<file path="src/rtl/pong_game_ctrl.sv">
// Match sequencer for Pong: walks START -> SERVE -> PLAY -> DONE, counts points
// from the ball status and declares a winner at WIN_SCORE.
module pong_game_ctrl #(
  parameter int WIN_SCORE   = 7,
  parameter int SERVE_DELAY = 100_000_000
) (
  input  logic       clk,
  input  logic       rst,
  input  logic       start_btn,
  input  logic [1:0] ball_status,
  output logic [1:0] state,
  output logic       serve,
  output logic [3:0] score1,
  output logic [3:0] score2,
  output logic [1:0] winner,
  output logic       point
);

  typedef enum logic [1:0] {
    ST_START = 2'b00,
    ST_SERVE = 2'b01,
    ST_PLAY  = 2'b10,
    ST_DONE  = 2'b11
  } state_t;

  localparam logic [3:0]  WIN_PTS  = 4'(WIN_SCORE);
  localparam logic [26:0] CNT_LAST = 27'(SERVE_DELAY - 1);

  localparam logic [1:0] BS_P1  = 2'b01;
  localparam logic [1:0] BS_P2  = 2'b10;
  localparam logic [1:0] WIN_P1 = 2'b01;
  localparam logic [1:0] WIN_P2 = 2'b10;

  state_t      state_q, state_d;
  logic        serve_q, serve_d;
  logic [3:0]  score1_q, score1_d;
  logic [3:0]  score2_q, score2_d;
  logic [1:0]  winner_q, winner_d;
  logic        point_q, point_d;
  logic [26:0] cnt_q, cnt_d;
  logic        start_prev;
  logic        start_edge;
  logic [3:0]  score1_inc;
  logic [3:0]  score2_inc;

  // start_prev resets high so a button held through reset never starts a game.
  assign start_edge = start_btn & ~start_prev;
  assign score1_inc = score1_q + 4'd1;
  assign score2_inc = score2_q + 4'd1;

  always_ff @(posedge clk or posedge rst) begin
    if (rst) begin
      state_q    <= ST_START;
      serve_q    <= 1'b0;
      score1_q   <= 4'd0;
      score2_q   <= 4'd0;
      winner_q   <= 2'b00;
      point_q    <= 1'b0;
      cnt_q      <= 27'd0;
      start_prev <= 1'b1;
    end else begin
      state_q    <= state_d;
      serve_q    <= serve_d;
      score1_q   <= score1_d;
      score2_q   <= score2_d;
      winner_q   <= winner_d;
      point_q    <= point_d;
      cnt_q      <= cnt_d;
      start_prev <= start_btn;
    end
  end

  always_comb begin
    state_d  = state_q;
    serve_d  = serve_q;
    score1_d = score1_q;
    score2_d = score2_q;
    winner_d = winner_q;
    point_d  = 1'b0;
    cnt_d    = cnt_q;
    case (state_q)
      ST_START, ST_DONE: begin
        if (start_edge) begin
          state_d  = ST_SERVE;
          serve_d  = 1'b0;
          score1_d = 4'd0;
          score2_d = 4'd0;
          winner_d = 2'b00;
          cnt_d    = 27'd0;
        end
      end
      ST_SERVE: begin
        if (cnt_q == CNT_LAST) begin
          state_d = ST_PLAY;
          cnt_d   = 27'd0;
        end else begin
          cnt_d = cnt_q + 27'd1;
        end
      end
      ST_PLAY: begin
        // Leaving PLAY on the scoring edge keeps a lingering status from counting twice.
        if (ball_status == BS_P1) begin
          score1_d = score1_inc;
          point_d  = 1'b1;
          serve_d  = 1'b1;
          cnt_d    = 27'd0;
          if (score1_inc == WIN_PTS) begin
            state_d  = ST_DONE;
            winner_d = WIN_P1;
          end else begin
            state_d = ST_SERVE;
          end
        end else if (ball_status == BS_P2) begin
          score2_d = score2_inc;
          point_d  = 1'b1;
          serve_d  = 1'b0;
          cnt_d    = 27'd0;
          if (score2_inc == WIN_PTS) begin
            state_d  = ST_DONE;
            winner_d = WIN_P2;
          end else begin
            state_d = ST_SERVE;
          end
        end
      end
      default: state_d = ST_START;
    endcase
  end

  assign state  = state_q;
  assign serve  = serve_q;
  assign score1 = score1_q;
  assign score2 = score2_q;
  assign winner = winner_q;
  assign point  = point_q;

endmodule

</file>
<file path="config.mk">
export PLATFORM = sky130hd
export DESIGN_NAME = pong_game_ctrl
export DESIGN_NICKNAME = d
export VERILOG_FILES = /design/src/rtl/pong_game_ctrl.sv
export SDC_FILE = /design/constraint.sdc
export NUM_CORES = 1
export LEC_CHECK = 0
export ABC_AREA = 1
export CAP_MARGIN = 5
export CORE_UTILIZATION = 40
export DETAILED_ROUTE_END_ITERATION = 12
export SYNTH_ARGS = -nofsm -noshare
export SYNTH_HDL_FRONTEND = slang
export SYNTH_SLANG_ARGS = --single-unit
</file>
<file path="constraint.sdc">
create_clock -name clk -period 1.8 [get_ports clk]
set_input_delay 0.36 -clock clk [delete_from_list [all_inputs] [get_ports clk]]
set_output_delay 0.36 -clock clk [all_outputs]
set_load 0.03 [all_outputs]
</file>
==> results.tsv <==
stage	metric	value	unit
critical_path	Critical Path AT	1.36	ns
pwr	VDD IR max	0.0006433	V
yosys	Synth cell types	24	
yosys	post-synthesis cell count	358	
timing	highest clock rate	580.5	MHz
critical_path	Worst path depth	1	
finish	share of cells above drive strength 1	14.04	%
yosys	syn avg cell area	7.067	µm²
yosys	Synth Area in Adders	4.946	%
floorplanning	placement row count	28	
worst_hold_path	Hold Crit Class	input port to asynchronous set/reset pin	
timing	Final Max Slew Viols	0	
finish	final core utilization	51.91	%
cts	Longest Clk Path Bufs	2	
finish	area of the multi-input gates	0.001274	mm²
finish	Reg area	0.001054	mm²
finish	design area	0.003128	mm²
global_routing	largest net degree at the start of global routing	43	
yosys	XOR/XNOR share of the synthesized area	1.731	%
timing	Tcrit/Tclk final	95.71	%
critical_path	R2R Setup Slk	0.13	ns
critical_path	reg2reg start	cnt_q[0]	
critical_path	Reg2Reg Depth	11	
run_status	status	completed	
routing	First-pass DRT Iterations	4	
floorplanning	I/O pins	19	
run	maxcap violations	0	
global_routing	remaining global-route overflow	0	
finish	final net count	420	
floorplanning	Die X	81.53	µm
yosys	Cell Area, Synth	0.002530	mm²
finish	fill cell count	610	
yosys	Simple-Gate Fraction of Synth Area	34.57	%
yosys	FFs w/ async S/R, synth	100.0	%
placement	placed instance area	0.002984	mm²
routing	final WL	5.805	mm
finish	area grow syn2layout	23.64	%
cts	TritonCTS clock tree	done	
critical_path	count of buffer and inverter cells on the critical path	1	
pwr	Cell Pwr Density	985.2	mW/mm²
critical_path	kind of critical path	register to output port	
yosys	sequential cell area fraction in the yosys report	41.59	%
cts	CTS root buffer	clkbuf_8	
cts	# hold bufs at CTS	0	
timing	min Tclk post-route	1.723	ns
yosys	yosys warns	0	
critical_path	Crit path max-delay family	buffers and inverters	
critical_path	crit-path max FO	3	
yosys	mux share of post-synthesis cell area	0.4451	%
cts	H-tree levels	2	
floorplanning	Die Height	81.53	µm
critical_path	crit path max-delay cell type	clkdlybuf4s50_1	
cts	Worst-path clk slew	0.09	ns
critical_path	Reg-to-Reg End	state[0]	
global_routing	gr usage total	19.70	%
routing	remaining antenna violation count	0	
floorplanning	Initial Util	41.99	%
pwr	Leak Pwr	1.600	nW
critical_path	startpoint types	register	
critical_path	CP cell instances	clkdlybuf4s50_1	
timing	slew at the pin with the worst max-slew slack	0.3218	ns
yosys	compound-cell area share of the yosys netlist	6.281	%
critical_path	WP data required	1.44	ns
routing	vias	2296	
yosys	largest family of logic cells by synthesized area	simple AND/OR/NAND/NOR gates	
critical_path	CP startpoint	score2[3]	
routing	routed vias/inst	4.773	
routing	DR DRC count	0	
placement	dpl ws	-0.4289	ns
yosys	Synth Flop Type	dfrtp_1	
timing	headroom to the max-slew limit	78.48	%
timing	# setup viols final	0	
global_routing	initial antenna violation count	0	
floorplanning	Die ar.	0.006647	mm²
cts	# clock sinks	42	
yosys	Seq cells post-synth	42	
global_routing	first-pass GRT wire length	9.846	mm
finish	# diodes	0	
critical_path	Critical Path Sink	score2[3]	
timing	RSZ-0062 raised after global routing	true	
placement	HPWL Detailed	4.342	mm
yosys	net count after synthesis	373	
cts	clock buffer count from CTS	5	
cts	Post-CTS Setup Bufs	0	
floorplanning	core area	0.006026	mm²
placement	RePlAce Congestion	0.9556	
timing	setup TNS	0	ns
yosys	EDFF count, synth	0	
timing	clk_skew	0.008866	ns
placement	I/O Buffers	18	
timing	Final WS setup	0.07728	ns
cts	Clk Latency, worst-skew pair	0.30	ns
timing	Hold Violations, Final	0	
routing	drt wl/cell	12.07	µm
global_routing	vias in the first global route	2162	
critical_path	CP peak stage delay	0.68	ns
routing	drt first-iter violations	161	
critical_path	Critical Path Sink Type	output port	
==> power by group <==
part	internal (mW)	leakage, nW	switching (mW)
Clock	0.270	0.0450	0.346
Combinational	0.547	0.977	0.831
Sequential	1.02	0.577	0.0640
Total	1.84	1.60	1.24
==> cells by family after synthesis <==
logic type      Yosys count
simple gates            204
xor+xnor                  5
fa+ha+maj                10
mux                       1
compound gates           30
buf+inv                  66
flops                    42
==> cells in the final DEF (no fill, tap or decap), drive strengths merged <==
cell | Yosys | routed
clkinv | 0 | 3
dlygate4sd2 | 0 | 5
o22ai | 4 | 4
clkbuf | 0 | 6
buf | 3 | 25
xnor2 | 2 | 2
clkdlybuf4s50 | 0 | 10
ha | 10 | 10
and2 | 1 | 1
dlymetal6s2s | 0 | 3
dfstp | 1 | 1
xor2 | 3 | 3
a21oi | 6 | 6
nor2 | 62 | 62
nand2 | 98 | 98
nand3 | 24 | 24
o21ai | 20 | 20
dfrtp | 41 | 41
nor3 | 9 | 9
inv | 63 | 62
nand4 | 10 | 10
mux2 | 1 | 1
==> cell type report <==
cell class                 count  area share (%)
timing repair buffer          43           12.32
multi-input combinational    250           40.72
sequential                    42           33.68
clock buffer                   6           2.320
tap                           75           3.000
inverter                      63           7.640
clock inverter                 2          0.3200
==> per-stage QoR <==
stage                     instances  hold WS (ns)  power, mW
final                           481        0.3697      3.082
after global routing            481        0.4418      3.281
after floorplan                 358        0.3645      1.899
after global placement          473        0.4705      2.434
after detailed placement        473        0.4854      2.446
after CTS                       481        0.3975      3.064
==> cell usage after synthesis (3+ instances only) <==
library cell	count	area share [%]
xor2_1	3	1.0
nand2_1	92	14
o22ai_1	4	0.99
nand4_1	10	2.5
ha_1	10	4.9
nand3_1	24	4.7
a21oi_1	6	1.2
nand2_2	5	1.2
dfrtp_1	41	41
o21ai_0	19	3.8
inv_1	61	9.1
nor3_1	8	1.6
nor2_1	60	8.9
==> worst min-delay path by stage <==
stage	cells past startpoint	from	slack, ns	endpoint
after CTS	3	rst	0.40	score2[0]
after detailed placement	2	winner[0]	0.49	winner[0]
after global routing	3	rst	0.44	score2[0]
after global placement	2	winner[1]	0.47	winner[1]
after floorplan	0	start_btn	0.36	start_prev
final	3	rst	0.37	score2[0]
==> sequential cells by signal, indices dropped and copies added, names as in the netlist <==
name        count
cnt_q          27
score1          4
score2          4
state           2
winner          2
point           1
serve           1
start_prev      1
==> per-layer routing <==
| layer | global-route usage, % | wire length [µm] | up-vias |
|---|---|---|---|
| met3 | 2.889 | 247 | 6 |
| li1 | - | - | 1210 |
| met2 | 29.25 | 2471 | 40 |
| met1 | 28.30 | 3008 | 1040 |
| met5 | 0 | 0 | - |
| met4 | 8.393 | 77 | 0 |
==> timing repair <==
action | in CTS | in global routing
gates resized for setup | 10 | 14
pin swaps | 0 | 7
setup endpoints to repair | 16 | 23
Note: power is estimated with default switching activity, not from simulation.
